[src/rtl/cdb_unit.sv]
// cdb_unit: Common Data Bus arbiter for the 2-way R10K core.
// Up to CDB_W of NUM_FU completed functional-unit results win a broadcast
// lane each cycle; losers see a same-cycle stall and retry next cycle.
// Grant and stall are combinational; the lane broadcast is registered, so
// a grant appears on the bus exactly one cycle later.
// Optional feature macro: CDB_ROUND_ROBIN_EN (rotating priority pointer).
// Without it, FU0 has the highest priority and FU(NUM_FU-1) the lowest.
module cdb_unit #(
    parameter int NUM_FU = 8,
    parameter int CDB_W  = 2,
    parameter int PREG_W = 6,
    parameter int DATA_W = 64
) (
    input  logic                       clk,
    input  logic                       rst_n,
    input  logic [NUM_FU-1:0]          fub_valid,
    input  logic [NUM_FU*PREG_W-1:0]   fub_tagDest,
    input  logic [NUM_FU*DATA_W-1:0]   fub_result,
    output logic [CDB_W*PREG_W-1:0]    cdb_rd,
    output logic [CDB_W-1:0]           cdb_rd_en,
    output logic [CDB_W*DATA_W-1:0]    cdb_reg_value,
    output logic [NUM_FU-1:0]          cdb_stall
);

    localparam int PTR_W = (NUM_FU > 1) ? $clog2(NUM_FU) : 1;

    // Per-FU views of the flattened input buses.
    logic [PREG_W-1:0]   fu_tag [NUM_FU];
    logic [DATA_W-1:0]   fu_res [NUM_FU];

    // Grant bookkeeping and next-state values for the broadcast registers.
    logic [NUM_FU-1:0]        granted;
    logic [PTR_W:0]           scan_sum;
    logic [PTR_W-1:0]         scan_idx;
    logic                     take;
    logic [PTR_W-1:0]         prio_base;

    logic [CDB_W-1:0]         cdb_rd_en_d,     cdb_rd_en_q;
    logic [CDB_W*PREG_W-1:0]  cdb_rd_d,        cdb_rd_q;
    logic [CDB_W*DATA_W-1:0]  cdb_reg_value_d, cdb_reg_value_q;

`ifdef CDB_ROUND_ROBIN_EN
    logic [PTR_W-1:0]         ptr_d, ptr_q;
    logic [PTR_W-1:0]         last_fu;
`endif

    genvar gi;
    generate
        for (gi = 0; gi < NUM_FU; gi++) begin : g_unpack
            assign fu_tag[gi] = fub_tagDest[gi*PREG_W +: PREG_W];
            assign fu_res[gi] = fub_result[gi*DATA_W +: DATA_W];
        end
    endgenerate

`ifdef CDB_ROUND_ROBIN_EN
    assign prio_base = ptr_q;
`else
    assign prio_base = '0;
`endif

    // Scan FUs from the priority base; each valid FU takes the lowest free lane.
    always_comb begin
        granted         = '0;
        cdb_rd_en_d     = '0;
        cdb_rd_d        = '0;
        cdb_reg_value_d = '0;
        scan_sum        = '0;
        scan_idx        = '0;
        take            = 1'b0;
`ifdef CDB_ROUND_ROBIN_EN
        last_fu         = '0;
`endif
        for (int j = 0; j < NUM_FU; j++) begin
            // Wrap (base + j) into 0..NUM_FU-1; both terms are below NUM_FU.
            scan_sum = {1'b0, prio_base} + (PTR_W+1)'(j);
            if (scan_sum >= (PTR_W+1)'(NUM_FU)) begin
                scan_sum = scan_sum - (PTR_W+1)'(NUM_FU);
            end
            scan_idx = scan_sum[PTR_W-1:0];
            take     = fub_valid[scan_idx];
            for (int k = 0; k < CDB_W; k++) begin
                if (take && !cdb_rd_en_d[k]) begin
                    cdb_rd_en_d[k]                      = 1'b1;
                    cdb_rd_d[k*PREG_W +: PREG_W]        = fu_tag[scan_idx];
                    cdb_reg_value_d[k*DATA_W +: DATA_W] = fu_res[scan_idx];
                    granted[scan_idx]                   = 1'b1;
`ifdef CDB_ROUND_ROBIN_EN
                    last_fu                             = scan_idx;
`endif
                    take                                = 1'b0;
                end
            end
        end
    end

`ifdef CDB_ROUND_ROBIN_EN
    // Next priority starts just past the last FU granted; hold when idle.
    always_comb begin
        ptr_d = ptr_q;
        if (|cdb_rd_en_d) begin
            ptr_d = (last_fu == PTR_W'(NUM_FU-1)) ? '0 : last_fu + PTR_W'(1);
        end
    end
`endif

    // Losers must hold their result; idle FUs are never stalled.
    assign cdb_stall = fub_valid & ~granted;

    // Broadcast registers; reset discards any in-flight broadcast.
    always_ff @(posedge clk or negedge rst_n) begin
        if (!rst_n) begin
            cdb_rd_en_q     <= '0;
            cdb_rd_q        <= '0;
            cdb_reg_value_q <= '0;
`ifdef CDB_ROUND_ROBIN_EN
            ptr_q           <= '0;
`endif
        end else begin
            cdb_rd_en_q     <= cdb_rd_en_d;
            cdb_rd_q        <= cdb_rd_d;
            cdb_reg_value_q <= cdb_reg_value_d;
`ifdef CDB_ROUND_ROBIN_EN
            ptr_q           <= ptr_d;
`endif
        end
    end

    assign cdb_rd_en     = cdb_rd_en_q;
    assign cdb_rd        = cdb_rd_q;
    assign cdb_reg_value = cdb_reg_value_q;

endmodule

[config.mk]
export PLATFORM = sky130hd
export DESIGN_NAME = cdb_unit
export DESIGN_NICKNAME = d
export VERILOG_FILES = /design/src/rtl/cdb_unit.sv
export SDC_FILE = /design/constraint.sdc
export NUM_CORES = 1
export LEC_CHECK = 0
export CORE_AREA = 3 3 277 279
export DETAILED_ROUTE_END_ITERATION = 8
export DIE_AREA = 0 0 280 282
export SYNTH_ARGS = -nofsm -noshare
export SYNTH_HDL_FRONTEND = slang
export SYNTH_SLANG_ARGS = --single-unit
[constraint.sdc]
create_clock -name clk -period 7.35 [get_ports clk]
set_input_delay 1.8375 -clock clk [delete_from_list [all_inputs] [get_ports clk]]
set_output_delay 1.8375 -clock clk [all_outputs]
set_load 0.005 [all_outputs]
# After elaboration in Yosys (flattened, before gate mapping)
# Cells that the tools add are included.
dict set report classes {
  mux 67
  n_bitwise 2
  n_reduce_logical 26
}
# operator count
set op_table {}
lappend op_table {{64-bit two-way mux} 15}
lappend op_table {{6-bit two-way mux} 17}
lappend op_table {{1-bit two-way mux} 23}
lappend op_table {{8-bit two-way mux} 2}
lappend op_table {{7-bit two-way mux} 2}
lappend op_table {{1-bit logical AND} 13}
lappend op_table {{1-bit logical NOT} 13}
lappend op_table {{5-bit two-way mux} 2}
lappend op_table {{8-bit AND} 1}
lappend op_table {{4-bit two-way mux} 2}
lappend op_table {{8-bit NOT} 1}
lappend op_table {{3-bit two-way mux} 2}
lappend op_table {{2-bit two-way mux} 2}
dict set report word_totals {
  register_bits 142
  output_inout_bits 150
  elab_cells 98
}

# Logic depth before layout (Yosys ltp)
dict set report depth {
  depth_word 26
  mapped_depth 9
  ltp_nobuf 5
}

# Worst setup path before layout
# No wires, ideal clock.
dict set report synth_timing {
  path_kind {in2out}
  start {in fub_valid[3]}
  end {out cdb_stall[4]}
  t_arrival_ps 3139
  required_time_ps 5512
  slack_ps 2374
  path_stages 7
  cell_sequence {clkbuf_2 buf_2 buf_2 clkbuf_1 buf_1 nor2_1 nor3_1}
}
dict set report synth_via {
  elab_chain_cells 15
  word_cells_on_any_way 20
  cone_classes {mux (12); bitwise (2); reduce/logical (6)}
}
# element line_no
set synth_rtl {}
lappend synth_rtl {{from (decl)} 16} ;# input logic [NUM_FU-1:0] fub_valid,
lappend synth_rtl {{1-bit logical AND} 82} ;# if (take && !cdb_rd_en_d[k]) begin
lappend synth_rtl {{1-bit two-way mux} 82}
lappend synth_rtl {{1-bit logical NOT / 1-bit logical AND (equally long branches)} 82}
lappend synth_rtl {{1-bit logical AND / 1-bit two-way mux (equally long branches)} 82}
lappend synth_rtl {{1-bit two-way mux / 1-bit logical NOT (equally long branches)} 82}
lappend synth_rtl {{1-bit logical AND} 82}
lappend synth_rtl {{5-bit two-way mux *} 82}
lappend synth_rtl {{6-bit two-way mux * (2 in series)} 82}
lappend synth_rtl {{7-bit two-way mux * (2 in series)} 82}
lappend synth_rtl {{8-bit two-way mux * (2 in series)} 82}
lappend synth_rtl {{8-bit NOT *} 107} ;# assign cdb_stall = fub_valid & ~granted;
lappend synth_rtl {{8-bit AND *} 107}
lappend synth_rtl {{to (decl)} 22} ;# output logic [NUM_FU-1:0] cdb_stall
# Every way passes the cells marked *; elsewhere a longest branch is shown, timed or not.

# Worst setup path after layout
dict set report layout_timing {
  start {in fub_valid[1]}
  end {out cdb_stall[5]}
}
dict set report layout_via {
  elab_chain_cells 22
  word_cells_on_any_way 38
  cone_classes {mux (19); bitwise (2); reduce/logical (17)}
}
# element line_no
set layout_rtl {}
lappend layout_rtl {{1-bit logical AND} 82}
lappend layout_rtl {{1-bit two-way mux} 82}
lappend layout_rtl {{1-bit logical NOT} 82}
lappend layout_rtl {{1-bit logical AND} 82}
lappend layout_rtl {{1-bit two-way mux} 82}
lappend layout_rtl {{1-bit logical NOT / 1-bit logical AND (equally long branches)} 82}
lappend layout_rtl {{1-bit logical AND / 1-bit two-way mux (equally long branches)} 82}
lappend layout_rtl {{1-bit two-way mux / 1-bit logical NOT (equally long branches)} 82}
lappend layout_rtl {{[4 not listed]} -}
lappend layout_rtl {{1-bit logical AND / 1-bit two-way mux (equally long branches)} 82}
lappend layout_rtl {{1-bit two-way mux / 1-bit logical NOT (equally long branches)} 82}
lappend layout_rtl {{1-bit logical AND} 82}
lappend layout_rtl {{6-bit two-way mux *} 82}
lappend layout_rtl {{7-bit two-way mux * (2 in series)} 82}
lappend layout_rtl {{8-bit two-way mux * (2 in series)} 82}
lappend layout_rtl {{8-bit NOT *} 107}
lappend layout_rtl {{8-bit AND *} 107}
# Marks and branches as above.

==> flow_metrics.py <==
metrics = {
    "status": {
        "outcome": "finished clean",
    },
    "timing": {
        "setup_tns_ns": 0,
        "finalCritPeriodShare_pct": 83.1,
        "relSlewSlack_pct": 16.8,
        "setup_violations": 0,
        "timing.hold.ws_ns": 1.41,
        "hold_viol_final": 0,
        "rsz0062_at_grt": "no",
        "period_minus_slack_ns": 6.10,
        "clock.fmax_mhz": 164,
        "tightest_slew_ns": 1.25,
        "worst_slack_ns": 1.25,
        "drv_slew": 0,
    },
    "finish": {
        "syn_to_final_growth_pct": 63.4,
        "layout_commonest_cell": "clkdlybuf4s50_1",
        "final_cells": 3428,
        "nets": 3006,
        "drive_gt1_share_pct": 4.37,
        "final_cell_mix": "clkdlybuf4s50_1 (711), nand2_1 (297), a21oi_1 (199)",
        "seq_area_mm2": 0.00355,
        "nFillCells": 7999,
        "multi_input_area_mm2": 0.00908,
    },
    "critical_path": {
        "critPathMaxStageDelay_ns": 0.62,
        "critPathBufInv": 3,
        "critical_path_class": "in -> out",
        "crit_path_frequent_cell": "buf_4",
        "crit_chain": "buf_4, or3_4, buf_4, o21ai_0, a211oi_1, clkdlybuf4s50_1",
        "cp_slowest_cell": "clkdlybuf4s50_1",
        "cp.depth": 6,
        "critPathTopFamily": "buffers and inverters",
        "cp_max_fo": 37,
        "cp.required_ns": 5.51,
        "cp.arrival_ns": 4.27,
        "worstSetupEndpointType": "output port",
        "worstSetupStartpointType": "primary input",
    },
    "placement": {
        "hpwl_um": 66600,
        "gp_congestion": 0.920,
        "place_inst": 3386,
        "post-place-ws_ns": 1.31,
        "portBuffers": 717,
    },
    "yosys": {
        "seq_area_frac_synth_pct": 26.4,
        "synth_xor_area_share_pct": 0.186,
        "synth_area_per_cell_um2": 7.14,
        "ys_types": 58,
        "synth_cells": 1883,
        "ys_ff_latch": 142,
        "yosys_warnings": 0,
        "synth_top_family_by_area": "compound AO/OA/AOI/OAI gates",
        "muxShareOfSynthArea_pct": 0.0745,
        "synth-compound-area-share_pct": 40.5,
        "synth_ff_type": "dfrtp_1",
        "synthesis.area_mm2": 0.0134,
        "synthAdderAreaFrac_pct": 0.0745,
        "async_flop_share_pct": 100,
        "synth_edf_count": 0,
        "synth_simple_gate_area_share_pct": 25.3,
    },
    "floorplan": {
        "die-area_mm2": 0.0790,
        "coreArea_mm2": 0.0744,
        "die_h_um": 282,
        "die_w_um": 280,
        "row_count": 100,
        "io_pins": 720,
        "initial_core_util_pct": 18.0,
    },
    "global_route": {
        "grt_pass1_wl_um": 134000,
        "grt_max_degree": 77,
        "grt_usage_pct": 23.2,
        "grt_pass1_vias": 18746,
        "overflow": 0,
        "antenna_found_initial": 19,
    },
    "clock_network": {
        "htree_levels": 4,
        "cts_buffer_depth": 2,
        "post-cts-setup-buffers": 0,
        "cts_tree": "done",
        "cts_resized": 0,
        "cts-root-buf": "clkbuf_16",
        "clock-sinks": 142,
        "hold_buffers": 0,
        "numCtsBuffers": 17,
        "path_clk_slew_ns": 0.07,
    },
    "pwr": {
        "max-vdd-ir-drop_v": 0.0000917,
        "powerDensity_mw_per_mm2": 145,
        "p_total_uw": 3170,
        "cellLeakagePower_uw": 0.00782,
    },
    "run": {
        "max_cap_violations": 0,
    },
    "detailed_routing": {
        "final_antenna_net_count": 0,
        "vias": 19152,
        "vias_per_cell": 5.59,
        "first_iter_violations": 2075,
        "drcViolationCount": 0,
        "first_pass_iters": 6,
        "wirelength_um": 96400,
        "wl_per_cell_um": 28.1,
    },
    "min_path": {
        "hp-class": "in -> async",
    },
}
path summary, 6_finish.rpt:
| check | from | end | slack [ns] |
|---|---|---|---|
| max in group asynchronous | rst_n | cdb_reg_value[75] | 4.66 |
| min | rst_n | cdb_reg_value[110] | 1.41 |
| min in group clk | fub_valid[5] | cdb_reg_value[121] | 1.81 |
| max | fub_valid[1] | cdb_stall[5] | 1.25 |
sequential cells by signal, summed over array words and instances (netlist names):
name / flops
cdb_rd: 12
cdb_rd_en: 2
cdb_reg_value: 128
metrics by stage:
stage	cell area (µm²)	util, %
final	22000	29.5
after global routing	21900	29.5
after global placement	21400	28.7
after CTS	21900	29.5
after detailed placement	21400	28.7
after floorplan	13400	-
cell usage after synthesis (64+ instances only):
cell	count	area share (%)
nand2_1	301	8.4
a21oi_1	201	7.5
o21ai_0	164	6.1
dfrtp_1	142	26
clkbuf_1	141	3.9
nor2b_1	80	3.7
nor2_1	79	2.2
buf_2	72	2.7
nand3_1	70	2.6
o21ai_1	70	2.6
a211oi_1	69	3.9
o22a_1	64	4.2
area by class of cell:
| cell class | instances | share of cell area [%] |
|---|---|---|
| Timing Repair Buffer | 762 | 34.3 |
| Clock inverter | 10 | 0.422 |
| Antenna cell | 11 | 0.125 |
| Multi-Input combinational cell | 1508 | 41.3 |
| Clock buffer | 21 | 2.05 |
| Inverter | 5 | 0.0855 |
| Tap cell | 969 | 5.52 |
| Sequential cell | 142 | 16.2 |
kinds of logic after synthesis:
| kind of cell | count (synthesis) |
|---|---|
| adder cells (fa/ha/maj) | 1 |
| other | 1 |
| AO/OA/AOI/OAI | 810 |
| flip-flops | 142 |
| AND/OR/NAND/NOR | 692 |
| multiplexers | 1 |
| buffers and inverters | 234 |
| XOR/XNOR | 2 |
routing by layer:
metal  track usage [%]  vias to the layer above  share of wire [%]
li1                  -                     8198                  -
met5                 0                        -               0.13
met2              37.7                     1529                 46
met3              5.61                      288                 10
met4              11.2                       18                4.4
met1              28.8                     9119                 39
report_power, final:
group / total (µW) / internal (µW) / switching [µW]
combinational: 1340 / 727 / 611
sequential: 928 / 887 / 41.2
clock: 908 / 472 / 436
Power figures use the tool's default switching activity.
